[src/rtl/smi_phy_seq.sv]
// smi_phy_seq: PHY power-up, BMCR soft reset/config and periodic BMSR poll.
// Define SMI_SEQ_DOUBLE_READ_EN to read BMSR twice per poll.
module smi_phy_seq #(
  parameter logic [4:0]  PHY_ADR        = 5'd0,
  parameter logic [15:0] BMCR_CFG       = 16'h1000,
  parameter logic [19:0] PWRUP_CYCLES   = 20'd500000,
  parameter logic [23:0] POLL_CYCLES    = 24'd2000000,
  parameter logic [15:0] TIMEOUT_CYCLES = 16'd1024,
  parameter logic [3:0]  RST_POLL_MAX   = 4'd8
) (
  input  logic        clk,
  input  logic        rst,
  output logic        smi_trg_o,
  output logic        smi_rw_o,
  output logic [4:0]  smi_phy_adr_o,
  output logic [4:0]  smi_reg_adr_o,
  output logic [15:0] smi_wdata_o,
  input  logic        smi_ready_i,
  input  logic        smi_ack_i,
  input  logic [15:0] smi_rdata_i,
  output logic        cfg_done_o,
  output logic        link_up_o,
  output logic [15:0] bmsr_o,
  output logic        fault_o
);

`ifdef SMI_SEQ_DOUBLE_READ_EN
  localparam bit DBL = 1'b1;
`else
  localparam bit DBL = 1'b0;
`endif

  typedef enum logic [2:0] {
    S_PWRUP, S_RST_WR, S_RST_RD, S_CFG_WR,
    S_POLL_WAIT, S_STAT_RD, S_FAULT
  } st_e;

  typedef enum logic [1:0] {
    T_IDLE, T_ARM, T_WAIT
  } tst_e;

  st_e         st_q, st_d;
  tst_e        tst_q, tst_d;
  logic [23:0] cnt_q, cnt_d;
  logic [15:0] tmo_q, tmo_d;
  logic [3:0]  rpl_q, rpl_d;
  logic        dbl_q, dbl_d;
  logic        trg_q, trg_d;
  logic        rw_q, rw_d;
  logic [4:0]  reg_q, reg_d;
  logic [15:0] wd_q, wd_d;
  logic        cfg_q, cfg_d;
  logic        link_q, link_d;
  logic [15:0] bmsr_q, bmsr_d;
  logic        flt_q, flt_d;

  logic txn_st, done, tmo_hit, tmo_flt;
  logic pw_end, poll_end, rd_ok, rpl_last, rd_again;

  assign txn_st = (st_q == S_RST_WR) || (st_q == S_RST_RD)
               || (st_q == S_CFG_WR) || (st_q == S_STAT_RD);
  assign done = (tst_q == T_WAIT) && smi_ready_i;
  assign tmo_hit = (tst_q != T_IDLE)
    && (({1'b0, tmo_q} + 17'd1) >= {1'b0, TIMEOUT_CYCLES});
  assign tmo_flt = tmo_hit && !done;
  assign pw_end = ({1'b0, cnt_q} + 25'd1) >= {5'd0, PWRUP_CYCLES};
  assign poll_end = ({1'b0, cnt_q} + 25'd1) >= {1'b0, POLL_CYCLES};
  assign rd_ok = smi_ack_i && !smi_rdata_i[15];
  assign rpl_last = ({1'b0, rpl_q} + 5'd1) >= {1'b0, RST_POLL_MAX};
  // first acked BMSR read only clears the latched-low bit
  assign rd_again = DBL && !dbl_q && smi_ack_i;

  always_ff @(posedge clk or negedge rst) begin
    if (!rst) begin
      st_q   <= S_PWRUP;
      tst_q  <= T_IDLE;
      cnt_q  <= '0;
      tmo_q  <= '0;
      rpl_q  <= '0;
      dbl_q  <= 1'b0;
      trg_q  <= 1'b0;
      rw_q   <= 1'b0;
      reg_q  <= '0;
      wd_q   <= '0;
      cfg_q  <= 1'b0;
      link_q <= 1'b0;
      bmsr_q <= '0;
      flt_q  <= 1'b0;
    end else begin
      st_q   <= st_d;
      tst_q  <= tst_d;
      cnt_q  <= cnt_d;
      tmo_q  <= tmo_d;
      rpl_q  <= rpl_d;
      dbl_q  <= dbl_d;
      trg_q  <= trg_d;
      rw_q   <= rw_d;
      reg_q  <= reg_d;
      wd_q   <= wd_d;
      cfg_q  <= cfg_d;
      link_q <= link_d;
      bmsr_q <= bmsr_d;
      flt_q  <= flt_d;
    end
  end

  always_comb begin
    tst_d = tst_q;
    unique case (tst_q)
      T_IDLE: if (txn_st) tst_d = T_ARM;
      T_ARM: begin
        if (tmo_hit) tst_d = T_IDLE;
        else if (!smi_ready_i) tst_d = T_WAIT;
      end
      T_WAIT: if (done || tmo_hit) tst_d = T_IDLE;
      default: tst_d = T_IDLE;
    endcase

    st_d = st_q;
    if (tmo_flt) begin
      st_d = S_FAULT;
    end else begin
      unique case (st_q)
        S_PWRUP:     if (pw_end) st_d = S_RST_WR;
        S_RST_WR:    if (done) st_d = S_RST_RD;
        S_RST_RD: begin
          if (done && rd_ok) st_d = S_CFG_WR;
          else if (done && rpl_last) st_d = S_FAULT;
        end
        S_CFG_WR:    if (done) st_d = S_POLL_WAIT;
        S_POLL_WAIT: if (poll_end) st_d = S_STAT_RD;
        S_STAT_RD:   if (done && !rd_again) st_d = S_POLL_WAIT;
        S_FAULT:     st_d = S_FAULT;
        default:     st_d = S_FAULT;
      endcase
    end
  end

  always_comb begin
    cnt_d  = cnt_q;
    tmo_d  = tmo_q;
    rpl_d  = rpl_q;
    dbl_d  = dbl_q;
    trg_d  = trg_q;
    rw_d   = rw_q;
    reg_d  = reg_q;
    wd_d   = wd_q;
    cfg_d  = cfg_q;
    link_d = link_q;
    bmsr_d = bmsr_q;
    flt_d  = flt_q;

    if (st_d != st_q) begin
      cnt_d = '0;
    end else if ((st_q == S_PWRUP || st_q == S_POLL_WAIT)
                 && cnt_q != '1) begin
      cnt_d = cnt_q + 24'd1;
    end

    if (tst_q == T_IDLE && txn_st) begin
      trg_d = 1'b1;
      tmo_d = '0;
      rw_d  = (st_q == S_RST_WR) || (st_q == S_CFG_WR);
      reg_d = (st_q == S_STAT_RD) ? 5'd1 : 5'd0;
      wd_d  = (st_q == S_RST_WR) ? 16'h8000 :
              (st_q == S_CFG_WR) ? BMCR_CFG : 16'h0000;
    end

    if (tst_q != T_IDLE && tmo_q != '1) tmo_d = tmo_q + 16'd1;
    if (done || tmo_hit) trg_d = 1'b0;

    if (tmo_flt) begin
      flt_d  = 1'b1;
      link_d = 1'b0;
    end

    if (done) begin
      unique case (1'b1)
        st_q == S_RST_RD: begin
          if (rd_ok) begin
            rpl_d = '0;
          end else begin
            if (rpl_q != '1) rpl_d = rpl_q + 4'd1;
            if (rpl_last) begin
              flt_d  = 1'b1;
              link_d = 1'b0;
            end
          end
        end
        st_q == S_CFG_WR: cfg_d = 1'b1;
        st_q == S_STAT_RD: begin
          if (rd_again) begin
            dbl_d = 1'b1;
          end else begin
            dbl_d = 1'b0;
            if (smi_ack_i) begin
              bmsr_d = smi_rdata_i;
              link_d = smi_rdata_i[2];
            end else begin
              link_d = 1'b0;
            end
          end
        end
        default: ;
      endcase
    end
  end

  assign smi_trg_o     = trg_q;
  assign smi_rw_o      = rw_q;
  assign smi_phy_adr_o = PHY_ADR;
  assign smi_reg_adr_o = reg_q;
  assign smi_wdata_o   = wd_q;
  assign cfg_done_o    = cfg_q;
  assign link_up_o     = link_q;
  assign bmsr_o        = bmsr_q;
  assign fault_o       = flt_q;

endmodule

[config.mk]
export PLATFORM = sky130hd
export DESIGN_NAME = smi_phy_seq
export DESIGN_NICKNAME = d
export VERILOG_FILES = /design/src/rtl/smi_phy_seq.sv
export SDC_FILE = /design/constraint.sdc
export NUM_CORES = 1
export LEC_CHECK = 0
export CELL_PAD_IN_SITES_DETAIL_PLACEMENT = 1
export CELL_PAD_IN_SITES_GLOBAL_PLACEMENT = 1
export CORE_MARGIN = 5
export CORE_UTILIZATION = 35
export CTS_BUF_LIST = sky130_fd_sc_hd__clkbuf_2
export DETAILED_ROUTE_END_ITERATION = 12
export PLACE_DENSITY = 0.71
export SLEW_MARGIN = 20
export SYNTH_ARGS = -nofsm -noshare
export SYNTH_HDL_FRONTEND = slang
export SYNTH_SLANG_ARGS = --single-unit
export TNS_END_PERCENT = 1
[constraint.sdc]
create_clock -name clk -period 3.5 [get_ports clk]
set_clock_uncertainty 0.2 [all_clocks]
set_input_delay 0.7 -clock clk [delete_from_list [all_inputs] [get_ports clk]]
set_output_delay 0.7 -clock clk [all_outputs]
set_load 0.005 [all_outputs]
Word-level counts from Yosys, hierarchy flattened
Cells that the tools add are included.
{ "word_totals": {"wordCells": 101, "ff_bits": 91, "input_bits": 20} }
{ "classes": {"n_reduce_logical": 29, "eq_ne": 14, "magnitude_cmp": 4, "n_mux": 35, "n_addsub": 6} }
{ "ops": {"columns": ["cell", "n"], "rows": [
  ["$mux W16", 3],
  ["$mux W24", 2],
  ["$add A24 B1 Y25 const B", 1],
  ["$ge A25 B19 Y1 const B", 1],
  ["$ge A25 B21 Y1 const B", 1],
  ["$add A24 B1 Y24 const B", 1],
  ["$ne A24 B24 Y1 const B", 1],
  ["$mux W3", 7],
  ["$add A16 B1 Y17 const B", 1],
  ["$ge A17 B11 Y1 const B", 1],
  ["$add A16 B1 Y16 const B", 1],
  ["$ne A16 B16 Y1 const B", 1],
  ["$pmux W3 S5", 1],
  ["$mux W1", 13],
  ["$mux W13", 1],
  ["$reduce_bool A2 Y1", 5],
  ["$logic_and A1 B1 Y1", 9],
  ["$reduce_and A3 Y1", 3],
  ["$mux W2", 4],
  ["$mux W4", 2],
  ["$eq A3 B2 Y1 const B", 2],
  ["$eq A3 B3 Y1 const B", 2],
  ["$logic_or A1 B1 Y1", 6],
  ["$pmux W2 S3", 1],
  ["other kinds (17)", 18]
]} }

Depth between registers and ports, before layout
{ "logic_depth": {"depth_word": 9, "mapped_depth": 12, "mapped_depth_nobuf": 10} }

Least setup slack after synthesis
OpenSTA, ideal clock, no wires.
{ "synth_timing": {"path_type": "register to register", "from": "reg cnt_q[0]", "to": "reg cnt_q[0]", "arrival_time_ns": 2.642, "path_slack_ns": 0.538, "path_stages_with_launch": 13, "setup_ns": 0.119, "path_cell_list": "dfrtp_1 > ha_1 > nand3_1 > clkbuf_1 > nand2_1 > a41o_1 > a211oi_1 > o211a_1 > a211oi_2 > and3_1 > a211oi_4 > buf_6 > nor2_1"} }
{ "synth_via": {"elab_chain_cells": 7, "elab_cells_between_ends": 14, "classes_between": "2 x add/sub; 2 x order compare; 2 x eq/ne; 6 x mux; 2 x reduce/logical"} }
{ "synth_rtl": {"columns": ["item", "line_no", "rtl"], "rows": [
  ["from (decl)", "44", "logic [23:0] cnt_q, cnt_d;"],
  ["from (signal assigned)", "92", "cnt_q <= cnt_d;"],
  ["$add A24 B1 Y25", "66, 67", null],
  ["$ge A25 B21 Y1 or $ge A25 B19 Y1 (tied branches)", "67, 66", null],
  ["$mux W3 (on tied branches)", "131, 124", null],
  ["$pmux W3 S5", "123", "unique case (st_q)"],
  ["$mux W3", "120", "if (tmo_flt) begin"],
  ["$ne A3 B3 Y1", "153", "if (st_d != st_q) begin"],
  ["$mux W24 or $reduce_bool A2 Y1 (tied branches)", null, null]
]} }
Parallel ways exist; a longest one is shown, timed or not. The select of a mux whose other input is x is not followed.
A chain may end at the register's enable or synchronous reset.

Worst setup path after layout
{ "layout_timing": {"from": "reg tmo_q[0]", "to": "reg cnt_q[8]"} }
{ "layout_via": {"elab_chain_cells": 7, "elab_cells_between_ends": 8, "classes_between": "1 x add/sub; 1 x order compare; 1 x eq/ne; 2 x mux; 3 x reduce/logical"} }
{ "layout_rtl": {"columns": ["item", "line_no", "rtl"], "rows": [
  ["from (decl)", "45", "logic [15:0] tmo_q, tmo_d;"],
  ["from (signal assigned)", "93", "tmo_q <= tmo_d;"],
  ["$add A16 B1 Y17 (*)", "64", "&& (({1'b0, tmo_q} + 17'd1) >= {1'b0, TIMEOUT_CYCLES});"],
  ["$ge A17 B11 Y1 (*)", "64", null],
  ["$logic_and A1 B1 Y1 (*)", "64", null],
  ["$logic_and A1 B1 Y1 (*)", "65", "assign tmo_flt = tmo_hit && !done;"],
  ["$mux W3 (*)", "120", null],
  ["$ne A3 B3 Y1 (*)", "153", null],
  ["$mux W24 or $reduce_bool A2 Y1 (tied branches)", null, null]
]} }
Every way passes the cells marked *; elsewhere a longest branch is shown, timed or not.

==> flow_metrics.tcl <==
set metrics [dict create \
    die-area_um2 14800 \
    grt_start_max_net_pins 74 \
    peakVddDrop_v 0.000161 \
    clock-sinks 73 \
    hpwl_um 7850 \
    max_slew.worst_pin.slew_ns 0.957 \
    synth_area_leaders "dfrtp_1 42%, o21ai_0 4.9%, nor2_1 4.8%, mux2_2 4.4%, buf_4 4.0%" \
    hp-class "in -> async" \
    cts_root_buffer "clkbuf_2" \
    end_kind "flip-flop" \
    cts.path.max_buffers 2 \
    synth-edff-count 0 \
    ant_nets 0 \
    viasPerCell 5.18 \
    leakagePower_nw 2.21 \
    grt_pass1_wl_um 18700 \
    r2r-end "cnt_q[8]" \
    yosysMostFrequentCell "dfrtp_1" \
    grt_pass1_vias 3757 \
    crit_required_ns 3.73 \
    areaGrowthSynthToFinish_pct 16.4 \
    drive_gt1_share_pct 12.0 \
    synth_flop_cell "dfrtp_1" \
    r2r_start "tmo_q[0]" \
    reg2reg_depth 12 \
    wl_um 10900 \
    cts_max_level 3 \
    place_congestion 0.798 \
    nNetsFinal 544 \
    tns_ns 0 \
    reg2reg_slack_ns 0.31 \
    path_clk_slew_ns 0.23 \
    num_vias 3583 \
    synth_area_um2 4360 \
    drtPass1Iterations 4 \
    max_freq_mhz 313 \
    nFillCells 1429 \
    diodes 0 \
    cts_tree "done" \
    start_util_pct 36.0 \
    ys_seq_elements 73 \
    clkLatencyLatePin_ns 0.54 \
    antenna_found_initial 0 \
    yosys.cell_types.count 64 \
    dieWidth_um 122 \
    synthCells 476 \
    io_pins 67 \
    hold_viol 0 \
    cts_made_buffers 9 \
    fin_crit_sh_pct 91.2 \
    io_buffer_count 43 \
    synth_common_cells "73 x dfrtp_1, 56 x nor2_1, 43 x o21ai_0" \
    status "finished, final reports clean" \
    startpoint_type "flip-flop" \
    synth_warnings 0 \
    grt_use_total_pct 15.5 \
    power_density_nw_per_um2 288 \
    grt_overflow 0 \
    layoutNonFillerInstCount 692 \
    drc 0 \
    core_um2 12100 \
    period_minus_slack_ns 3.19 \
    avgSynthCellArea_um2 9.16 \
    drt_iter0_markers 215 \
    maxSlewViolCount 0 \
    num_rows 40 \
    async_reset_ff_share_pct 100 \
    setup_viol 0 \
    path_class "reg -> reg" \
    die_h_um 122 \
    crit_fanout 24 \
    cp.arrival_ns 3.42 \
    maxCapViolCount 0 \
    hold_slack_ns 0.0819 \
    slew_headroom_pct 36.2 \
    yosysTopAreaCellShare_pct 41.9 \
    numPlacedInstances 674 \
    synth_top_area_cell "dfrtp_1" \
    wl_per_cell_um 15.8 \
    fin_area_um2 5070 \
    postPlaceCellArea_um2 4920 \
    grt_setup_unrepaired "false" \
    ys_seq_area_share_pct 41.9 \
]
## through the flow
stage	util [%]	setup WS, ns	total power [mW]
6_report	41.9	0.307	1.46
3_5_place_dp	40.6	0.131	0.908
4_1_cts	41.8	0.159	1.49
3_3_place_gp	40.6	0.194	0.907
5_1_grt	41.9	0.0578	1.53
2_1_floorplan	-	0.538	0.886
## timing repair
action | CTS | global route
hold endpoints to repair | 0 | 0
gates resized for setup | 0 | 1
buffers inserted | 0 | 2
setup endpoints to repair | 0 | 23
hold buffers | 0 | 0
## sequential cells by signal, summed over array words and instances, names as in the netlist
| signal | flops |
|---|---|
| cnt_q | 24 |
| bmsr_o | 16 |
| tmo_q | 16 |
| rpl_q | 4 |
| st_q | 3 |
| smi_wdata_o | 2 |
| tst_q | 2 |
| cfg_done_o | 1 |
| fault_o | 1 |
| link_up_o | 1 |
| smi_reg_adr_o | 1 |
| smi_rw_o | 1 |
| smi_trg_o | 1 |
## layout make-up
type / instances / area [um2] / share of cell area (%)
well taps: 168 / 210 / 4.14
flip-flops and latches: 73 / 1830 / 36.0
clock inverters: 6 / 90.1 / 1.78
inverters: 9 / 33.8 / 0.666
multi-input cells: 367 / 2300 / 45.4
repair buffers: 59 / 561 / 11.0
clock buffers: 10 / 50.0 / 0.986
## layer usage
metal	wire length, um	vias to the layer above	part of all wire [%]	GRT usage [%]
met1	5070	1801	46	20.0
met3	306	12	2.8	3.48
met2	5420	46	50	26.1
li1	-	1724	-	-
met5	0	-	0	0
met4	139	0	1.3	4.13
## placed cells by master, fill, tap and decap left out, types with 3 or more instances in the layout
master / count
o21ai_0: 43
xnor2_1: 16
mux2i_1: 3
nand3_1: 27
buf_4: 16
nor2b_1: 6
nor3_1: 15
ha_1: 5
conb_1: 23
nor3b_1: 3
nand2_1: 39
o31ai_1: 5
inv_1: 9
nor4_1: 3
and3_1: 10
clkbuf_2: 10
nor2_1: 55
and4_1: 5
clkdlybuf4s50_1: 42
nand4_1: 12
a31oi_1: 3
mux2_2: 17
nand2b_1: 3
dfrtp_1: 73
a21oi_1: 10
xor2_1: 18
## power by group
group	internal, mW	switching, mW	total, mW
Clock	0.242	0.325	0.567
Combinational	0.0198	0.0281	0.0478
Sequential	0.845	0	0.845
## cell families (layout without fill, tap and decap cells)
group                      Yosys count  after routing  synth area share [%]
muxes                               20             20                  5.08
xor gates and xnor gates            34             34                  6.83
AOI/OAI and AO/OA                   91             91                  13.9
other                                1             23                0.0860
and+or+nand+nor                    194            194                  23.2
adders and majority gates            5              5                  1.43
DFF                                 73             73                  41.9
buffers and inverters               58             84                  7.60
## worst max-delay path by stage
stage,from,endpoint,slack (ns),cells past startpoint
6_report,tmo_q[0],cnt_q[8],0.31,12
5_1_grt,tmo_q[0],cnt_q[8],0.06,12
2_1_floorplan,cnt_q[0],cnt_q[0],0.54,12
3_3_place_gp,smi_ready_i,cnt_q[20],0.19,11
3_5_place_dp,smi_ready_i,cnt_q[5],0.13,11
4_1_cts,tmo_q[0],cnt_q[8],0.16,12
## worst max-delay path: stages, from the launching register on
cell,delay [ns]
dfrtp_1,0.47
ha_1,0.26
nand3_1,0.16
nor4_1,0.32
buf_4,0.19
mux2i_1,0.07
a22oi_1,0.29
o31a_1,0.26
nor3_1,0.08
and3_1,0.23
a211oi_4,0.25
buf_12,0.21
nor2_1,0.07
(Power assumes the default switching activity.)
